$ cat src/rtl/jtag_tap_pkg.sv
// Shared definitions for the JTAG TAP controller: state encoding, default
// opcodes, data-register selector and the TAP transition function.
package jtag_tap_pkg;

   typedef enum logic [3:0] {
      TLR    = 4'd0,
      RTI    = 4'd1,
      SEL_DR = 4'd2,
      CAP_DR = 4'd3,
      SH_DR  = 4'd4,
      EX1_DR = 4'd5,
      PAU_DR = 4'd6,
      EX2_DR = 4'd7,
      UPD_DR = 4'd8,
      SEL_IR = 4'd9,
      CAP_IR = 4'd10,
      SH_IR  = 4'd11,
      EX1_IR = 4'd12,
      PAU_IR = 4'd13,
      EX2_IR = 4'd14,
      UPD_IR = 4'd15
   } tap_state_t;

   typedef enum logic [1:0] {
      DR_BYPASS   = 2'd0,
      DR_IDCODE   = 2'd1,
      DR_BOUNDARY = 2'd2
   } dr_sel_t;

   localparam logic [3:0]  DEF_OP_EXTEST = 4'h0;
   localparam logic [3:0]  DEF_OP_SAMPLE = 4'h1;
   localparam logic [3:0]  DEF_OP_IDCODE = 4'h2;
   localparam logic [3:0]  DEF_OP_BYPASS = 4'hF;
   localparam logic [31:0] DEF_IDCODE    = 32'h1000_0001;

   // The CAP/SH/EX1/PAU/EX2/UPD pattern is identical for both branches.
   function automatic tap_state_t next_state(input tap_state_t state, input logic tms);
      tap_state_t nxt;
      nxt = TLR;
      unique case (state)
         TLR:    nxt = tms ? TLR    : RTI;
         RTI:    nxt = tms ? SEL_DR : RTI;
         SEL_DR: nxt = tms ? SEL_IR : CAP_DR;
         CAP_DR: nxt = tms ? EX1_DR : SH_DR;
         SH_DR:  nxt = tms ? EX1_DR : SH_DR;
         EX1_DR: nxt = tms ? UPD_DR : PAU_DR;
         PAU_DR: nxt = tms ? EX2_DR : PAU_DR;
         EX2_DR: nxt = tms ? UPD_DR : SH_DR;
         UPD_DR: nxt = tms ? SEL_DR : RTI;
         SEL_IR: nxt = tms ? TLR    : CAP_IR;
         CAP_IR: nxt = tms ? EX1_IR : SH_IR;
         SH_IR:  nxt = tms ? EX1_IR : SH_IR;
         EX1_IR: nxt = tms ? UPD_IR : PAU_IR;
         PAU_IR: nxt = tms ? EX2_IR : PAU_IR;
         EX2_IR: nxt = tms ? UPD_IR : SH_IR;
         UPD_IR: nxt = tms ? SEL_DR : RTI;
         default: nxt = TLR;
      endcase
      return nxt;
   endfunction

endpackage

$ cat src/rtl/jtag_tap_fsm.sv
// 16-state TAP state machine: state register, TMS transition logic and
// one-hot style decode flags for the states the datapath cares about.
module jtag_tap_fsm import jtag_tap_pkg::*; (
   input  logic       tck,
   input  logic       trst_n,
   input  logic       tms,
   output tap_state_t state,
   output logic       is_tlr,
   output logic       is_cap_dr,
   output logic       is_sh_dr,
   output logic       is_cap_ir,
   output logic       is_sh_ir,
   output logic       is_upd_ir
);

   tap_state_t state_next;

   always_ff @(posedge tck or negedge trst_n) begin
      if (!trst_n) begin
         state <= TLR;
      end else begin
         state <= state_next;
      end
   end

   always_comb begin
      state_next = next_state(state, tms);
   end

   always_comb begin
      is_tlr    = (state == TLR);
      is_cap_dr = (state == CAP_DR);
      is_sh_dr  = (state == SH_DR);
      is_cap_ir = (state == CAP_IR);
      is_sh_ir  = (state == SH_IR);
      is_upd_ir = (state == UPD_IR);
   end

endmodule

$ cat src/rtl/jtag_tap_ctrl.sv
// IEEE 1149.1 TAP controller for an observe-only boundary chain: IR, bypass
// and IDCODE registers, boundary cell controls and the falling-edge TDO mux.
module jtag_tap_ctrl import jtag_tap_pkg::*; #(
   parameter int                  IR_WIDTH  = 4,
   parameter logic [31:0]         IDCODE    = DEF_IDCODE,
   parameter logic [IR_WIDTH-1:0] OP_EXTEST = IR_WIDTH'(DEF_OP_EXTEST),
   parameter logic [IR_WIDTH-1:0] OP_SAMPLE = IR_WIDTH'(DEF_OP_SAMPLE),
   parameter logic [IR_WIDTH-1:0] OP_IDCODE = IR_WIDTH'(DEF_OP_IDCODE),
   parameter logic [IR_WIDTH-1:0] OP_BYPASS = IR_WIDTH'(DEF_OP_BYPASS)
) (
   input  logic       tck,
   input  logic       trst_n,
   input  logic       tms,
   input  logic       tdi,
   output logic       tdo,
   output logic       tdo_en,
   output logic       bs_si,
   input  logic       bs_so,
   output logic       capture_en,
   output logic       shift_dr,
   output logic       extest,
   output logic [3:0] tap_state
);

   localparam logic [31:0]         ID_VALUE   = IDCODE | 32'd1;
   localparam logic [IR_WIDTH-1:0] IR_CAPTURE = {{(IR_WIDTH-2){1'b0}}, 2'b01};

   tap_state_t          state;
   logic                is_tlr;
   logic                is_cap_dr;
   logic                is_sh_dr;
   logic                is_cap_ir;
   logic                is_sh_ir;
   logic                is_upd_ir;

   logic [IR_WIDTH-1:0] ir_shift;
   logic [IR_WIDTH-1:0] ir_active;
   logic                bypass_reg;
   logic [31:0]         id_reg;
   dr_sel_t             dr_sel;
   logic                tdo_next;

   jtag_tap_fsm u_fsm (
      .tck       (tck),
      .trst_n    (trst_n),
      .tms       (tms),
      .state     (state),
      .is_tlr    (is_tlr),
      .is_cap_dr (is_cap_dr),
      .is_sh_dr  (is_sh_dr),
      .is_cap_ir (is_cap_ir),
      .is_sh_ir  (is_sh_ir),
      .is_upd_ir (is_upd_ir)
   );

   // The capture pattern ends in 01 so a board tester can locate the IR
   // boundary in a chain of devices.
   always_ff @(posedge tck or negedge trst_n) begin
      if (!trst_n) begin
         ir_shift <= '0;
      end else if (is_cap_ir) begin
         ir_shift <= IR_CAPTURE;
      end else if (is_sh_ir) begin
         ir_shift <= {tdi, ir_shift[IR_WIDTH-1:1]};
      end
   end

   always_ff @(posedge tck or negedge trst_n) begin
      if (!trst_n) begin
         ir_active <= OP_IDCODE;
      end else if (is_tlr) begin
         ir_active <= OP_IDCODE;
      end else if (is_upd_ir) begin
         ir_active <= ir_shift;
      end
   end

   always_ff @(posedge tck or negedge trst_n) begin
      if (!trst_n) begin
         bypass_reg <= 1'b0;
         id_reg     <= ID_VALUE;
      end else if (is_cap_dr) begin
         bypass_reg <= 1'b0;
         id_reg     <= ID_VALUE;
      end else if (is_sh_dr) begin
         bypass_reg <= tdi;
         id_reg     <= {tdi, id_reg[31:1]};
      end
   end

   // Any opcode not explicitly recognised falls through to bypass.
   always_comb begin
      if ((ir_active == OP_EXTEST) || (ir_active == OP_SAMPLE)) begin
         dr_sel = DR_BOUNDARY;
      end else if (ir_active == OP_IDCODE) begin
         dr_sel = DR_IDCODE;
      end else begin
         dr_sel = DR_BYPASS;
      end
   end

   always_comb begin
      tdo_next = 1'b0;
      if (is_sh_ir) begin
         tdo_next = ir_shift[0];
      end else if (is_sh_dr) begin
         unique case (dr_sel)
            DR_BOUNDARY: tdo_next = bs_so;
            DR_IDCODE:   tdo_next = id_reg[0];
            default:     tdo_next = bypass_reg;
         endcase
      end
   end

   // TDO changes on the falling edge so the next device samples it stably.
   always_ff @(negedge tck or negedge trst_n) begin
      if (!trst_n) begin
         tdo    <= 1'b0;
         tdo_en <= 1'b0;
      end else begin
         tdo    <= tdo_next;
         tdo_en <= is_sh_dr | is_sh_ir;
      end
   end

   assign bs_si      = tdi;
   assign capture_en = ~((dr_sel == DR_BOUNDARY) & (is_cap_dr | is_sh_dr));
   assign shift_dr   = is_sh_dr;
   assign extest     = (ir_active == OP_EXTEST);
   assign tap_state  = state;

endmodule

$ cat config.mk
export PLATFORM = sky130hd
export DESIGN_NAME = jtag_tap_ctrl
export DESIGN_NICKNAME = d
export VERILOG_FILES = /design/src/rtl/jtag_tap_pkg.sv /design/src/rtl/jtag_tap_fsm.sv /design/src/rtl/jtag_tap_ctrl.sv
export SDC_FILE = /design/constraint.sdc
export NUM_CORES = 1
export LEC_CHECK = 0
export BUFFER_PORTS_ARGS = -buffer_cell sky130_fd_sc_hd__buf_2
export CORE_UTILIZATION = 40
export DETAILED_ROUTE_END_ITERATION = 6
export HOLD_SLACK_MARGIN = 0.08
export PLACE_DENSITY_LB_ADDON = 0.05
export SYNTH_ARGS = -nofsm -noshare
export SYNTH_HDL_FRONTEND = slang
export SYNTH_SLANG_ARGS = --single-unit
$ cat constraint.sdc
create_clock -name tck -period 1.8 [get_ports tck]
set_input_delay 0.09 -clock tck [delete_from_list [all_inputs] [get_ports tck]]
set_output_delay 0.09 -clock tck [all_outputs]
set_load 0.01 [all_outputs]
* Word-level counts from Yosys, hierarchy flattened
Cells that the tools add are included.
** Word-level totals
- Register bits :: 47
- Input port bits :: 5
- Output and inout bits :: 10
- Word-level logic and storage cells :: 65
** Operators by class
- Eq/ne operators :: 19
- Muxes and demuxes :: 26
- Bitwise gates (word level) :: 4
- Reduce and logical (&&, ||, !) cells :: 9
** Operator list (number)
- 32-bit two-way mux :: 2
- 4-bit one-hot mux with 12 select lines :: 1
- 4-bit == test (second input constant) :: 8
- 4-bit two-way mux :: 8
- 4-bit by 3-bit == test with 1-bit output (second input constant) :: 4
- 4-bit by 2-bit == test with 1-bit output (second input constant) :: 3
- 4-bit by 1-bit == test with 1-bit output (second input constant) :: 2
- 4-bit logical NOT :: 2
- 1-bit two-way mux :: 8
- 2-bit two-way mux :: 4
- 3-bit two-way mux :: 2
- 2-bit nonzero test :: 3
- 2-bit OR reduction :: 2
- 3-bit OR reduction :: 1
- 2-bit by 1-bit == test with 1-bit output (second input constant) :: 1
- 2-bit == test (second input constant) :: 1
- 1-bit bitwise OR :: 2
- 1-bit one-hot mux with 2 select lines :: 1
- 1-bit AND :: 1
- 1-bit logical OR :: 1
- 1-bit NOT :: 1

* Logic depth before layout (Yosys ltp)
Gate-level depths: netlist of the first run.
- Depth in word-level cells :: 7
- Mapped depth :: 7
- Gate-level depth less buffers :: 4

* Modules after synthesis
From an unflattened synthesis of the first run, not the netlist that was laid out.
** Unflattened totals
- Cells, all modules :: 194
- Area total of the unflattened synthesis :: 2180.8 um^2
** By module, submodules not included
- jtag_tap_ctrl :: instances 1, cells each 145, area each 1771.7 um^2, seq. area each 1054.8 um^2
- jtag_tap_fsm :: instances 1, cells each 49, area each 409.1 um^2, seq. area each 100.1 um^2

==> run summary, run 1 <==
Area Growth Syn to Fin - 16.1%
I/O pins - 15
Filler Cells Inserted - 489
Primary FF master, synth - dfrtp_1
RSZ-0062 raised after global routing - yes
Core Rows - 25
Peak fanout along the critical path - 2
Worst Hold Class - input port to register
Post-place setup slack - -527 ps
Syn Std Cell Area - 2080 sq um
TritonCTS clock tree - built
Antenna Cells - 0
EDFF count, synth - 0
Commonest cells after routing, fill and taps aside - nand2_1, dfrtp_1, a21oi_1
Largest net degree at the start of global routing - 37
Total congestion overflow - 0
Gpl congestion - 0.783
CTS sink count - 46
Worst path cell trace - or4b_4 -> or3_4 -> o211ai_2
I/O Buffers - 14
Mapped Cells - 231
Max cap viols - 0
Hold path depth - 2
Drt first pass iters - 4
Slew HR - 69.4%
Number of global-route vias before repair - 1564
Final clock skew - 4.38 ps
First-pass GRT wire length - 7230 microns
Post-layout net count - 256
WL/cell - 13.2 microns
Setup_tns - -1260 ps
Die H - 74.1 microns
Crit path buffers/inverters - 0
# setup viols final - 6
Outcome - finished with violations
Root buf cell - clkbuf_8
DPL Wire Length - 2830 microns
Full die area - 5490 sq um
DRT antenna net count - 0
Commonest non-fill, non-tap cell in the layout - nand2_1
Non-filler instance count after layout - 319
Share of layout cells above drive strength 1 - 17.5%
CTS Buffer Depth - 2
Hold path startpoint - tms
Critical path required time - 1220 ps
Async set or reset register ratio after synthesis - 100%
Gr usage total - 17.6%
Clock-pin slew of the registers on the worst-case setup and hold paths - 80 ps
Yosys warns - 0
Max incr delay on CP - 550 ps
Final Max Slew Viols - 0
Vias - 1656
Setup CP Type - register to register
Die Span X - 74.1 microns
Failing checks - negative setup slack
Setup crit start - u_fsm.state[0]$_DFF_PN0_
Syn avg cell area - 9.00 sq um
Placed cell count - 309
Max reg flops - 32
Core Area - 4850 sq um
Worst Setup End Kind - register
Worst path top cell family by delay - simple AND/OR/NAND/NOR gates
Seq cells post-synth - 46
PD cells - 1540 nW/um^2
VDD IR-drop max - 651 uV
Startpoint class of the critical path - register
Hold Violations, Final - 0
Crit path depth - 3
Initial antenna violation count - 0
RR Startpoint - u_fsm.state[0]$_DFF_PN0_
PnR worst setup slack - -483 ps
Synthesized Nets - 236
Count of cell types in the netlist - 38
Worst slew pin tran - 460 ps
WP data arrival - 1700 ps
Drt drc - 0
Drt via density - 5.19
H-tree levels - 2
DR iter-0 viols - 75
Fin util - 49.8%
Worst skew pair latency - 290 ps
Critical Path Slowest Stage Cell - or4b_4
P_leak - 0.00111 uW
Routed wire length - 4220 microns
Clock buffer count from CTS - 5
Sequential element share of the synthesized area - 55.5%
# Post-CTS Setup Buffers - 0
R2R depth - 3
Starting Density - 42.9%
[layout make-up]
type	instances	area, sq um	area share [%]
Clock buffer	7	76.3	3.16
Multi-Input combinational cell	161	827	34.3
Tap cell	67	83.8	3.47
Clock inverter	1	30.0	1.24
Sequential cell	46	1150	47.8
Timing Repair Buffer	31	219	9.07
Inverter	6	22.5	0.933
[routing by layer]
metal  wire (microns)  up-vias  GRT usage [%]
li1                 -      815              -
met3              161        8           4.74
met2             2120       40           28.4
met5                0        -              0
met1             1870      793           23.0
met4               70        0           5.98
[worst paths after layout]
kind	slack [ps]	to
setup / recovery	-480	tdo$_DFF_NN0_
hold / removal	160	u_fsm.state[0]$_DFF_PN0_
setup reg to reg	-480	tdo$_DFF_NN0_
hold reg to reg	500	id_reg[28]$_DFFE_PN1N_
max in group asynchronous	570	tdo_en$_DFF_NN0_
min in group asynchronous	200	id_reg[31]$_DFFE_PN0N_
[metrics by stage]
stage                     power, uW  hold slack [ps]  area (sq um)
final                          3710              157          2410
after global routing           3970              175          2410
after CTS                      3740              153          2410
after detailed placement       2940            -16.9          2260
after global placement         2890            -17.7          2260
after floorplan                2450             -206          2090
[what timing repair did]
action / CTS / global route
hold buffers: 2 / 0
resized for setup: 6 / 1
hold endpoints to repair: 10 / 0
pin swaps: 1 / 0
setup endpoints to repair: 38 / 17
[synth_stat cells (2+ instances only)]
master	count	area share, %
a21oi_1	35	8.4
a221oi_1	2	0.84
and3_1	2	0.60
and3b_1	2	0.84
buf_6	4	2.2
clkbuf_1	12	2.2
dfrtn_1	2	2.4
dfrtp_1	41	49
dfstp_2	3	3.8
inv_1	5	0.90
nand2_1	71	13
nand3_1	2	0.48
nand3b_1	2	0.72
nand4_1	2	0.60
nor2_1	7	1.3
nor2b_1	3	0.90
nor3_1	3	0.72
o21ai_0	8	1.9
o221ai_1	2	0.84
o22ai_1	4	1.2
or3_1	2	0.60
[report_power, final]
group	switching, uW	total, uW	internal, uW
Sequential	154	1460	1310
Combinational	876	1500	626
Clock	328	744	415
Total	1360	3710	2350
[kinds of logic (layout without fill, tap and decap cells)]
kind of cell              Yosys count  in the layout  synth area share (%)
and+or+nand+nor                   103            103                  22.2
buffers and inverters              24             45                  6.02
AOI/OAI and AO/OA                  57             57                  15.8
DFF                                46             46                  55.5
xor gates and xnor gates            1              1                 0.421
Note: power is estimated with default switching activity, not from simulation.
==> inputs of run 2 (changes only) <==
- ABC_CLOCK_PERIOD_IN_PS: unset -> 1800
- MAX_ROUTING_LAYER: unset -> met4
==> run summary, run 2 (same netlist as run 1, synthesis figures left out) <==
Clock-pin slew of the registers on the worst-case setup and hold paths - 80 ps (about the same)
Number of global-route vias before repair - 1566 (+0.13%)
Worst skew pair latency - 300 ps (about the same)
DR iter-0 viols - 74 (-1.3%)
Peak fanout along the critical path - 2 (unchanged)
PnR worst setup slack - -491 ps (-7.95 ps)
Area Growth Syn to Fin - 17.4%
Highest metal used - met4
Crit path buffers/inverters - 0 (unchanged)
Final Total Pwr - 3760 uW (+1.5%)
PD cells - 1540 nW/um^2 (+0.39%)
Metal2 WL - 2180 microns (+3.2%)
Share of layout cells above drive strength 1 - 17.4% (-0.069 points)
Die H - 74.1 microns (unchanged)
Post-layout net count - 257 (+0.39%)
WL/cell - 13.8 microns (+4.1%)
Drt first pass iters - 4 (unchanged)
Reg2Reg Setup Slack - -490 ps (about the same)
Setup crit start - u_fsm.state[0]$_DFF_PN0_
DPL Wire Length - 2830 microns (unchanged)
RSZ-0062 raised after global routing - yes
Hold path startpoint - tms
Starting Density - 42.9% (unchanged)
RR Startpoint - u_fsm.state[0]$_DFF_PN0_
CTS sink count - 46 (unchanged)
Slew HR - 69.1% (-0.25 points)
Worst path top cell family by delay - simple AND/OR/NAND/NOR gates
Hold Violations, Final - 0 (unchanged)
VDD IR-drop max - 643 uV (-1.3%)
DRT antenna net count - 0 (unchanged)
Root buf cell - clkbuf_8
Final Max Slew Viols - 0 (unchanged)
Failing checks - negative setup slack
Worst slew pin tran - 463 ps (+3.75 ps)
Die Span X - 74.1 microns (unchanged)
Worst Hold Class - input port to register
Setup_tns - -1160 ps (+101 ps)
Startpoint class of the critical path - register
Met3 Wirelength - 167 microns (+3.7%)
Max reg flops - 32 (unchanged)
Full die area - 5490 sq um (unchanged)
CTS Buffer Depth - 2 (unchanged)
Worst Setup End Kind - register
Total congestion overflow - 0 (unchanged)
H-tree levels - 2 (unchanged)
I/O Buffers - 14 (unchanged)
Gpl congestion - 0.794 (+1.4%)
Vias - 1680 (+1.4%)
Commonest non-fill, non-tap cell in the layout - nand2_1
Max cap viols - 0 (unchanged)
R2R depth - 3 (unchanged)
WP data arrival - 1710 ps (about the same)
Critical Path Slowest Stage Cell - or4b_4
Final clock skew - 5.80 ps (+1.42 ps)
Outcome - finished with violations
Core Area - 4850 sq um (unchanged)
I/O pins - 15 (unchanged)
Crit path depth - 3 (unchanged)
P_leak - 0.00112 uW (+1.1%)
Max incr delay on CP - 550 ps (about the same)
Core Rows - 25 (unchanged)
Largest net degree at the start of global routing - 37 (unchanged)
Met1 WL - 1980 microns (+6.2%)
# setup viols final - 6 (unchanged)
Drt drc - 0 (unchanged)
Initial antenna violation count - 0 (unchanged)
Routed wire length - 4400 microns (+4.4%)
FF-to-FF End - tdo$_DFF_NN0_
Critical path required time - 1220 ps (about the same)
Commonest cells after routing, fill and taps aside - nand2_1, dfrtp_1, a21oi_1
Clock buffer count from CTS - 5 (unchanged)
Setup CP Type - register to register
Worst path cell trace - or4b_4 -> or3_4 -> o211ai_2
Min Hold Slack - 152 ps (-5.00 ps)
Gr usage total - 18.1% (+0.54 points)
Drt via density - 5.25 (+1.1%)
First-pass GRT wire length - 7220 microns (-0.19%)
TritonCTS clock tree - built
Antenna Cells - 0 (unchanged)
CP endpoint - tdo$_DFF_NN0_
-- run 2: cell count changes in the layout (fill, tap and decap cells not counted), sizes merged --
cell and delta:
clkbuf +1
-- run 2: worst min-delay path by stage --
stage                               end  slack, ps  cells past startpoint
4_1_cts        u_fsm.state[0]$_DFF_PN0_        150                      2
2_1_floorplan    id_reg[10]$_DFFE_PN0N_       -210                      0
6_report       u_fsm.state[0]$_DFF_PN0_        150                      2
3_3_place_gp     id_reg[31]$_DFFE_PN0N_        -20                      1
5_1_grt        u_fsm.state[0]$_DFF_PN0_        180                      2
3_5_place_dp     id_reg[31]$_DFFE_PN0N_        -20                      1
-- run 2: area by class of cell --
type                       instances  area, sq um
sequential                        46         1150
inverter                           6         25.0
clock inverter                     1         30.0
timing repair buffer              32          248
multi-input combinational        161          823
clock buffer                       7         76.3
fill                             483         2410
tap                               67         83.8
-- run 2: what timing repair did --
action	4_1_cts	5_1_grt
cloned	0	1
setup buffers	0	0
setup endpoints to repair	38	15
endpoints found under the hold margin	10	0
resized for setup	6	2
pin swaps	1	0
hold buffers	2	0
-- run 2: routing by layer --
layer  vias up  track usage [%]
met5         -                -
li1        818                -
met3         8             4.74
met1       813             22.9
met2        41             28.4
met4         0             5.98
-- run 2: metrics by stage --
step	cell area [sq um]	setup slack (ps)	utilization [%]	cells
finish	2440	-491	50.3	320
global route	2440	-531	50.3	320
CTS	2410	-484	49.7	319
detailed placement	2260	-527	46.6	309
global placement	2260	-477	46.6	309
floorplan	2090	-695	-	231
-- run 2: power by group --
group          leakage, uW  switching, uW  internal [uW]
sequential        0.000615            154           1310
combinational     0.000455            903            658
clock            0.0000524            325            415
total              0.00112           1380           2380
